## src/rtl/down_counter_n.sv

```systemverilog
// down_counter_n: loadable down-counter with an IDLE/RUN/DONE handshake FSM.
// The ripple-borrow decrement stops at zero and never wraps.
// Optional macro DOWN_COUNTER_AUTORELOAD_EN adds a reload register. With it,
// DONE restarts the count from the last loaded value, and only abort_in
// returns the block to IDLE.
module down_counter_n #(
    parameter int N = 5
) (
    input  logic         clk_in,
    input  logic         rst_in,
    input  logic         load_valid_in,
    input  logic [N-1:0] load_value_in,
    output logic         load_ready_out,
    input  logic         en_in,
    input  logic         abort_in,
    output logic [N-1:0] count_out,
    output logic         busy_out,
    output logic         done_out
);

    typedef enum logic [1:0] {
        S_IDLE = 2'd0,
        S_RUN  = 2'd1,
        S_DONE = 2'd2
    } state_t;

    localparam logic [N-1:0] CNT_ONE = {{(N-1){1'b0}}, 1'b1};

    state_t       state_q, state_d;
    logic [N-1:0] count_q, count_d;
    logic [N-1:0] borrow;
    logic [N-1:0] dec_val;
    logic         load_fire;

`ifdef DOWN_COUNTER_AUTORELOAD_EN
    logic [N-1:0] reload_q, reload_d;
`endif

    // Ripple borrow chain: bit 0 always toggles, bit i toggles when all lower bits are 0.
    assign borrow[0] = 1'b1;
    genvar gi;
    generate
        for (gi = 1; gi < N; gi++) begin : g_borrow
            assign borrow[gi] = borrow[gi-1] & ~count_q[gi-1];
        end
    endgenerate
    assign dec_val = count_q ^ borrow;

    // Outputs are pure decodes of the registered state.
    assign load_ready_out = (state_q == S_IDLE) || (state_q == S_DONE);
    assign busy_out       = (state_q == S_RUN);
    assign done_out       = (state_q == S_DONE);
    assign count_out      = count_q;

    // A load is accepted only when ready and not cancelled by abort in the same cycle.
    assign load_fire = load_valid_in && load_ready_out && !abort_in;

    // Next-state and count logic. Priority: abort, then load, then decrement.
    always_comb begin
        state_d = state_q;
        count_d = count_q;
`ifdef DOWN_COUNTER_AUTORELOAD_EN
        reload_d = reload_q;
`endif
        if (abort_in && (state_q != S_IDLE)) begin
            state_d = S_IDLE;
            count_d = '0;
        end else if (load_fire) begin
            state_d = S_RUN;
            count_d = load_value_in;
`ifdef DOWN_COUNTER_AUTORELOAD_EN
            reload_d = load_value_in;
`endif
        end else begin
            case (state_q)
                S_IDLE: begin
                    // Hold count; en_in and abort_in are ignored here.
                end
                S_RUN: begin
                    if (count_q == '0) begin
                        // A load of 0 finishes on the next edge without decrementing.
                        state_d = S_DONE;
                    end else if (en_in) begin
                        count_d = dec_val;
                        if (count_q == CNT_ONE) begin
                            state_d = S_DONE;
                        end
                    end
                end
                S_DONE: begin
`ifdef DOWN_COUNTER_AUTORELOAD_EN
                    state_d = S_RUN;
                    count_d = reload_q;
`else
                    state_d = S_IDLE;
`endif
                end
                default: begin
                    state_d = S_IDLE;
                    count_d = '0;
                end
            endcase
        end
    end

    // State registers with asynchronous active-high reset.
    always_ff @(posedge clk_in or posedge rst_in) begin
        if (rst_in) begin
            state_q <= S_IDLE;
            count_q <= '0;
        end else begin
            state_q <= state_d;
            count_q <= count_d;
        end
    end

`ifdef DOWN_COUNTER_AUTORELOAD_EN
    // Reload register holds the most recently loaded start value.
    always_ff @(posedge clk_in or posedge rst_in) begin
        if (rst_in) begin
            reload_q <= '0;
        end else begin
            reload_q <= reload_d;
        end
    end
`endif

endmodule

```

## config.mk

```make
export PLATFORM = sky130hd
export DESIGN_NAME = down_counter_n
export DESIGN_NICKNAME = d
export VERILOG_FILES = /design/src/rtl/down_counter_n.sv
export SDC_FILE = /design/constraint.sdc
export NUM_CORES = 1
export LEC_CHECK = 0
export CORE_ASPECT_RATIO = 1.2
export CORE_MARGIN = 10
export CORE_UTILIZATION = 30
export CTS_CLUSTER_DIAMETER = 120
export CTS_CLUSTER_SIZE = 14
export DETAILED_ROUTE_END_ITERATION = 7
export DONT_BUFFER_PORTS = 1
export PLACE_DENSITY = 0.53
export SLEW_MARGIN = 10
export SYNTH_ARGS = -nofsm -noshare
export SYNTH_HDL_FRONTEND = slang
export SYNTH_SLANG_ARGS = --single-unit
```

## constraint.sdc

```tcl
create_clock -name clk_in -period 2.1 [get_ports clk_in]
set_input_delay 0.42 -clock clk_in [delete_from_list [all_inputs] [get_ports clk_in]]
set_output_delay 0.42 -clock clk_in [all_outputs]
set_load 0.05 [all_outputs]
```

Yosys cells after proc, flatten, opt, wreduce, memory -nomap -nowiden

Cells that the tools add are included.
Widths: inputs -> output; s select.

Register bits after elaboration: 7
Input bits: 10
Output and inout bits: 8
Word-level logic and storage cells: 41

Eq/ne operators: 9
Mux-type cells: 11
Bitwise gates (word level): 8
Reductions and logical operators: 11

Operators with widths:

| operator           | count |
|---|---|
| $mux 5             | 4 |
| $mux 2             | 5 |
| $pmux 5 s2         | 1 |
| $reduce_and 3->1   | 2 |
| $eq 5x1->1 const B | 1 |
| $logic_not 5->1    | 1 |
| $ne 5x1->1 const B | 1 |
| $ne 5x2->1 const B | 1 |
| $xor 5x5->5        | 1 |
| $ne 4x2->1 const B | 1 |
| $ne 4x4->1 const B | 1 |
| $not 1->1          | 4 |
| $pmux 2 s2         | 1 |
| $and 1x1->1        | 3 |
| $logic_and 1x1->1  | 3 |
| $ne 3x1->1 const B | 1 |
| $ne 3x2->1 const B | 1 |
| $eq 2x1->1 const B | 1 |
| $eq 2x2->1 const B | 1 |
| $logic_not 2->1    | 1 |
| $reduce_bool 2->1  | 1 |
| $reduce_or 2->1    | 1 |
| $logic_not 1->1    | 1 |
| $logic_or 1x1->1   | 1 |

Logic depth before layout (Yosys ltp)

Gate-level depths: netlist of run 1.

Word-level depth: 10
Mapped depth: 8
Gate-level depth less buffers: 8

Worst setup path before layout of run 1

Ideal clock, no wire load.

Kind: register to register
From: register count_q[1] (netlist: count_out[1])
To: register count_q[2] (netlist: count_out[2])
Setup time: 121 ps
Arrival: 1940 ps
Required time: 1979 ps
Setup slack: 39 ps
Stages on the path, launching flop included: 7
Buffers on the path: 0
Clock period less this slack: 2061 ps
Cell sequence: dfrtp_1 inv_1 ha_1 or4b_1 a21o_1 and3b_4 a22o_1

Word-level cells in the longest chain between the ends: 8
Elaborated cells on any way between the ends: 11
Those cells by class: eq/ne (1); mux (5); bitwise (3); reduce/logical (2)

RTL lines:

| item                     | RTL line | text |
|---|---|---|
| start: declaration       | 30       | `logic [N-1:0] count_q, count_d;` |
| start signal: assignment | 113      | `count_q <= count_d;` |
| $not 1->1                | 44       | `assign borrow[gi] = borrow[gi-1] & ~count_q[gi-1];` |
| $and 1x1->1              | 44       |  |
| $xor 5x5->5              | 47       | `assign dec_val = count_q ^ borrow;` |
| $mux 5                   | 83       | `end else if (en_in) begin` |
| $mux 5                   | 80       | `if (count_q == '0) begin` |
| $pmux 5 s2               | 75       | `case (state_q)` |
| $mux 5                   | 68       | `end else if (load_fire) begin` |
| $mux 5                   | 65       | `if (abort_in && (state_q != S_IDLE)) begin` |

Several ways; a longest one is shown, not always the timed one. The select of a mux whose other input is x is not followed.
A chain may end at the register's enable or synchronous reset.

Final worst setup path of run 1

Ends and elaborated chain as after synthesis.

==> impl_results.md, run 1 <==
- Yosys reg bits: 7
- Worst r2r dst: count_out[2]
- Register area: about 180 um2
- Fin Setup TNS: 0 ns
- Synth unique cells: 22
- Min-delay src: abort_in
- Area of the die: 3560 um2
- Cells after Synth: 50
- Synth cell count leaders: dfrtp_1 (7), inv_1 (7), a21oi_1 (5), a22o_1 (4), ha_1 (4)
- Max Cap Viol: 0
- Routed wire per std cell: 15.9 um
- GP Congestion: just over 0.8
- Outcome: finished clean
- Post-route worst setup slack: between 0.2 and 0.25 ns
- First-pass GRT wire length: slightly above 2000 um
- Leading area contributor after synthesis: dfrtp_1
- Total vias in the final route: 421
- Row cnt: 15
- Final cell count without fillers: 78
- Crit Path Class: reg -> reg
- Die X: 56.2 um
- Worst r2r src: count_out[1]
- Area contributors post-synth: dfrtp_1 (37%), ha_1 (11%), a22o_1 (7.4%)
- Min Hold Slack: around 0.23 ns
- Initial antenna violation count: 0
- Placement Cell Area: between 500 and 600 um2
- Fraction of layout cells with a size suffix above 1: between 10% and 20%
- Largest net degree at the start of global routing: 10
- Required @ worst endpoint: 2.24 ns
- Synth async-reset ratio: 100%
- Area grow syn2layout: 22.6%
- Total CTS buffers: 3
- Vias in the first global route: 437
- Worst EP arrival: roughly 2.0 ns
- Drt initial violations: 1
- Worst Setup End Kind: flop
- H-tree levels: 1
- IO Count: 18
- Rel. slew slack: between 70% and 80%
- F_max: about 0.53 GHz
- YS warnings: 0
- Ant diodes: 0
- Worst setup SP type: flop
- Area occupied by multi-input gates: around 270 um2
- Period utilisation layout: between 90% and 100%
- Postcts setup bufs: 0
- DRC: 0
- Post-DR vias/cell: 5.40
- TritonCTS clock tree: yes
- Nets: 76
- Worst slack, placed: between 0.2 and 0.25 ns
- Cell area after layout: between 500 and 600 um2
- CTS Sinks: 7
- Length in cells of the worst reg-to-reg path: 6
- Post-Syn Area: 470 um2
- Clock latency on the worst-skew pair: 0.25 ns
- Post-synth EDFFs: 0
- Routed Wire Length: 1240 um
- Share of Yosys cell area claimed by the top area cell type: between 30% and 40%
- Leakage: between 0.0002 and 0.0003 uW
- Core Region: 1460 um2
- Flop2flop setup slack: 0.20 ns
- IO Port Bufs: 0
- Pwr per Cell Area: 1250 nW/um2
- Hold EP: state_q[0]
- Largest fanout on the critical path: 5
- Syn_nets: 64
- Cells after DPL: 73
- Worst hold path depth: 1
- Total gr overflow: 0
- Drt pass-1 iters: 2
- Starting density of the core: 32.1%
- Final Hold Fails: 0
- Min-Delay Path Class: in -> reg
- Unrepaired setup endpoints after global routing: no
- Root buffer cell: clkbuf_4
- Clk slew on worst S/H paths: 0.05 ns
- FILL cells: between 150 and 200
- Gr usage total: under 10%
- Slew @ Worst Pin: 0.434 ns
- Min Tclk post-route: between 1.5 and 2 ns
- Peak supply drop: between 400 and 500 uV
- Final setup violation count: 0
- Synth Flop Type: dfrtp_1
- ANT nets after route: 0
- Seq/Total Area, Yosys: a little under two fifths
- Max Clock Skew: a little under 0.001 ns
- Die H: ~63 um
- Clock buffer depth: 2
- Detailed Place HPWL: between 1000 and 1500 um
- Slew Limit Fails: 0
- Syn Area/Cell: roughly 9.4 um2
-- placed cells by master, fill, tap and decap left out --
cell,Yosys,routed
clkbuf_1,1,1
a311o_1,1,1
nor3_1,1,1
and3b_4,1,1
nand2_1,1,1
ha_1,4,4
nand3_1,2,2
xor2_1,1,1
or4_1,1,1
a21o_1,1,1
o21ai_0,1,1
dfrtp_1,7,7
nand2b_1,3,3
dlygate4sd3_1,0,1
inv_1,7,7
buf_4,0,7
clkbuf_4,0,3
o2bb2ai_1,3,3
a22o_1,4,4
o221ai_1,1,1
o21ai_1,1,1
nor2_1,1,1
or4b_1,1,1
a21oi_1,5,5
nor2b_1,2,2
-- kinds of logic (layout without fill, tap and decap cells) --
family,Yosys count,count (layout),share of synthesized area (%)
AOI/OAI and AO/OA,17,17,26.1
and+or+nand+nor,13,13,17.8
buffers and inverters,8,19,6.38
DFF,7,7,37.2
adders and majority gates,4,4,10.6
xor gates and xnor gates,1,1,1.86
-- cell type report --
cell class                      instances  area share, %
Timing Repair Buffer                    8           10.8
Multi-Input combinational cell         35           46.0
Clock buffer                            4           4.56
Sequential cell                         7           30.4
Tap cell                               17           3.69
Inverter                                7           4.56
-- registers in the layout, summed over array words and instances, names as in the netlist --
name	cells
state_q	2
count_out	5
-- per-layer routing --
layer  up-vias  global-route usage [%]  wire length, um
met5         -                       0                0
met4         0                    4.52               35
met3         5                    3.81              126
met2        16                    10.1              535
met1       192                    7.89              546
li1        208                       -                -
-- per-stage QoR --
step	util [%]	power (uW)
5_1_grt	39.4	773
6_report	39.4	720
2_1_floorplan	-	496
3_5_place_dp	36.9	600
3_3_place_gp	36.9	604
4_1_cts	39.4	728
-- timing repair --
item / 4_1_cts / 5_1_grt
resized for setup: 0 / 0
endpoints found under the hold margin: 7 / 0
hold buffers: 1 / 0
-- worst max-delay path, cell delays in order, from the launching register on --
cell and delay (ns):
dfrtp_1 0.37, inv_1 0.07, ha_1 0.19, or4b_1 0.47
a21o_1 0.25, and3b_4 0.20, a22o_1 0.22
-- worst max-delay path by stage --
stage	from	end	slack (ns)	cells past startpoint
floorplan	count_out[1]	count_out[2]	0.04	6
global placement	count_out[0]	count_out[2]	0.26	6
detailed placement	count_out[1]	count_out[2]	0.21	6
CTS	count_out[1]	count_out[2]	0.19	6
global route	count_out[0]	count_out[2]	0.09	6
finish	count_out[1]	count_out[2]	0.20	6
-- where the power goes --
group / internal (uW) / leakage [uW] / switching [uW] / total [uW]
Combinational: 139 / 0.000168 / 272 / 411
Clock: 72.7 / 0.0000150 / 52.8 / 125
Sequential: 166 / 0.0000926 / 17.9 / 184
Total: 378 / 0.000276 / 342 / 720
Note: power is estimated with default switching activity, not from simulation.
==> run 2, diff against run 1 <==
clock period = 1.9 ns   (was 2.1 ns; I/O delays follow)
==> impl_results.md, run 2 (synthesis results as in run 1) <==
- F_max: 0.547 GHz (+3.8%)
- Clock buffer depth: 2 (unchanged)
- Min Hold Slack: 0.195 ns (-0.0335 ns)
- Area of the die: 3560 um2 (unchanged)
- Max FFs per register: 5 (unchanged)
- Unrepaired setup endpoints after global routing: no
- Largest net degree at the start of global routing: 10 (unchanged)
- Max Cap Viol: 0 (unchanged)
- First-pass GRT wire length: 2050 um (+1.0%)
- Postcts setup bufs: 0 (unchanged)
- Initial antenna violation count: 0 (unchanged)
- Detailed Place HPWL: 1060 um (+5.0%)
- Routed wire per std cell: 16.2 um (+1.4%)
- DRC: 0 (unchanged)
- Routed Wire Length: 1260 um (+1.4%)
- Outcome: finished clean
- IO Count: 18 (unchanged)
- Vias in the first global route: 467 (+6.9%)
- Pwr per Cell Area: 1390 nW/um2 (+11%)
- Ant diodes: 0 (unchanged)
- ANT nets after route: 0 (unchanged)
- # resized after CTS: 0 (unchanged)
- Largest fanout on the critical path: 5 (unchanged)
- Starting density of the core: 32.1% (unchanged)
- Die X: 56.2 um (unchanged)
- Area grow syn2layout: 26.6%
- Worst slack, placed: 0.0843 ns (-0.128 ns)
- Leakage: 0.000274 uW (-0.51%)
- Drt initial violations: 5 (+4)
- GP Congestion: 0.755 (-7.2%)
- Nets: 76 (unchanged)
- TritonCTS clock tree: yes
- Drt pass-1 iters: 4 (+2)
- IO Port Bufs: 0 (unchanged)
- Gr usage total: 7.33% (+0.25 points)
- Worst setup SP type: flop
- Min-Delay Path Class: in -> reg
- Rel. slew slack: 69.5% (-1.5 points)
- Row cnt: 15 (unchanged)
- Slew @ Worst Pin: 0.456 ns (+0.0223 ns)
- Peak supply drop: 515 uV (+3.4%)
- Period utilisation layout: 96.3% (+5.8 points)
- Fraction of layout cells with a size suffix above 1: 27.9% (+9.8 points)
- Die H: 63.4 um (unchanged)
- Post-DR vias/cell: 5.35 (-0.95%)
- Hold buffers post-CTS: 1 (unchanged)
- Final Hold Fails: 0 (unchanged)
- Core Region: 1460 um2 (unchanged)
- Total gr overflow: 0 (unchanged)
- Post-route worst setup slack: 0.0709 ns (-0.130 ns)
- Total vias in the final route: 417 (-0.95%)
- Min Tclk post-route: 1.83 ns (-0.0704 ns)
- Most frequent cells in the layout: buf_4 (7), a21oi_1 (5), inv_1 (5), dfrtp_1 (5), a22o_1 (4)
- Clock latency on the worst-skew pair: 0.26 ns (about the same)
- Clk slew on worst S/H paths: 0.05 ns (about the same)
- Total CTS buffers: 3 (unchanged)
- Slew Limit Fails: 0 (unchanged)
- Root buffer cell: clkbuf_4
- H-tree levels: 1 (unchanged)
- Crit Path Class: reg -> reg
- Worst Setup End Kind: flop
- Max Clock Skew: 0.00640 ns (+0.00541 ns)
- Commonest non-fill, non-tap cell in the layout: buf_4
- CTS Sinks: 7 (unchanged)
- Final setup violation count: 0 (unchanged)
- Required @ worst endpoint: 2.05 ns (-0.19 ns)
- Worst EP arrival: 1.97 ns (-0.07 ns)
==> run 2: cell types whose count changed in the layout (fill, tap and decap cells not counted), moves of 2 or more <==
cell | previous run | this run
dfrtp_2 | 0 | 2
inv_1 | 7 | 5
dfrtp_1 | 7 | 5
inv_2 | 0 | 2
==> run 2: critical path, stage by stage, from the launching register on <==
cell     delay, ns
dfrtp_2       0.40
inv_2         0.08
ha_4          0.14
or4b_4        0.46
a21o_1        0.23
and3b_4       0.22
a22o_1        0.20
==> run 2: stage by stage <==
step / TNS, ns / instance area [um2] / cells / utilization [%] / total power [uW]
after floorplan: -0.0166 / 489 / 50 / - / 581
after global placement: 0 / 559 / 73 / 38.2 / 701
after detailed placement: 0 / 559 / 73 / 38.2 / 701
after CTS: 0 / 596 / 78 / 40.7 / 846
after global routing: 0 / 596 / 78 / 40.7 / 894
final: 0 / 596 / 78 / 40.7 / 829
==> run 2: metal layers <==
| layer | up-vias | global-route usage, % | share of wire (%) |
|---|---|---|---|
| li1 | 206 | - | - |
| met4 | 0 | 3.61 | 1.7 |
| met2 | 20 | 11.5 | 46 |
| met5 | - | 0 | 0 |
| met1 | 189 | 7.04 | 40 |
| met3 | 2 | 5.21 | 12 |
==> run 2: where the power goes <==
group / leakage [uW] / internal, uW / total, uW / switching, uW
Clock: 0.0000150 / 80.3 / 137 / 56.7
Combinational: 0.000169 / 177 / 484 / 307
Sequential: 0.0000900 / 187 / 209 / 22.2
==> run 2: cell type report <==
cell class,count,area [um2]
Clock buffer,4,26.3
Fill cell,165,868
Inverter,7,26.3
Multi-Input combinational cell,35,282
Sequential cell,7,178
Tap cell,17,21.3
Timing Repair Buffer,8,62.6
==> run 2: worst paths after layout <==
check | startpoint | end | slack (ns) | cells after the start
setup / recovery | count_out[1] | count_out[2] | 0.07 | 6
hold / removal | abort_in | state_q[0] | 0.19 | 1
setup reg to reg | count_out[1] | count_out[2] | 0.07 | 6
hold reg to reg | state_q[1] | count_out[0] | 0.65 | 3
max in group asynchronous | rst_in | count_out[0] | 1.16 | 2
min in group asynchronous | rst_in | count_out[2] | 0.50 | 2
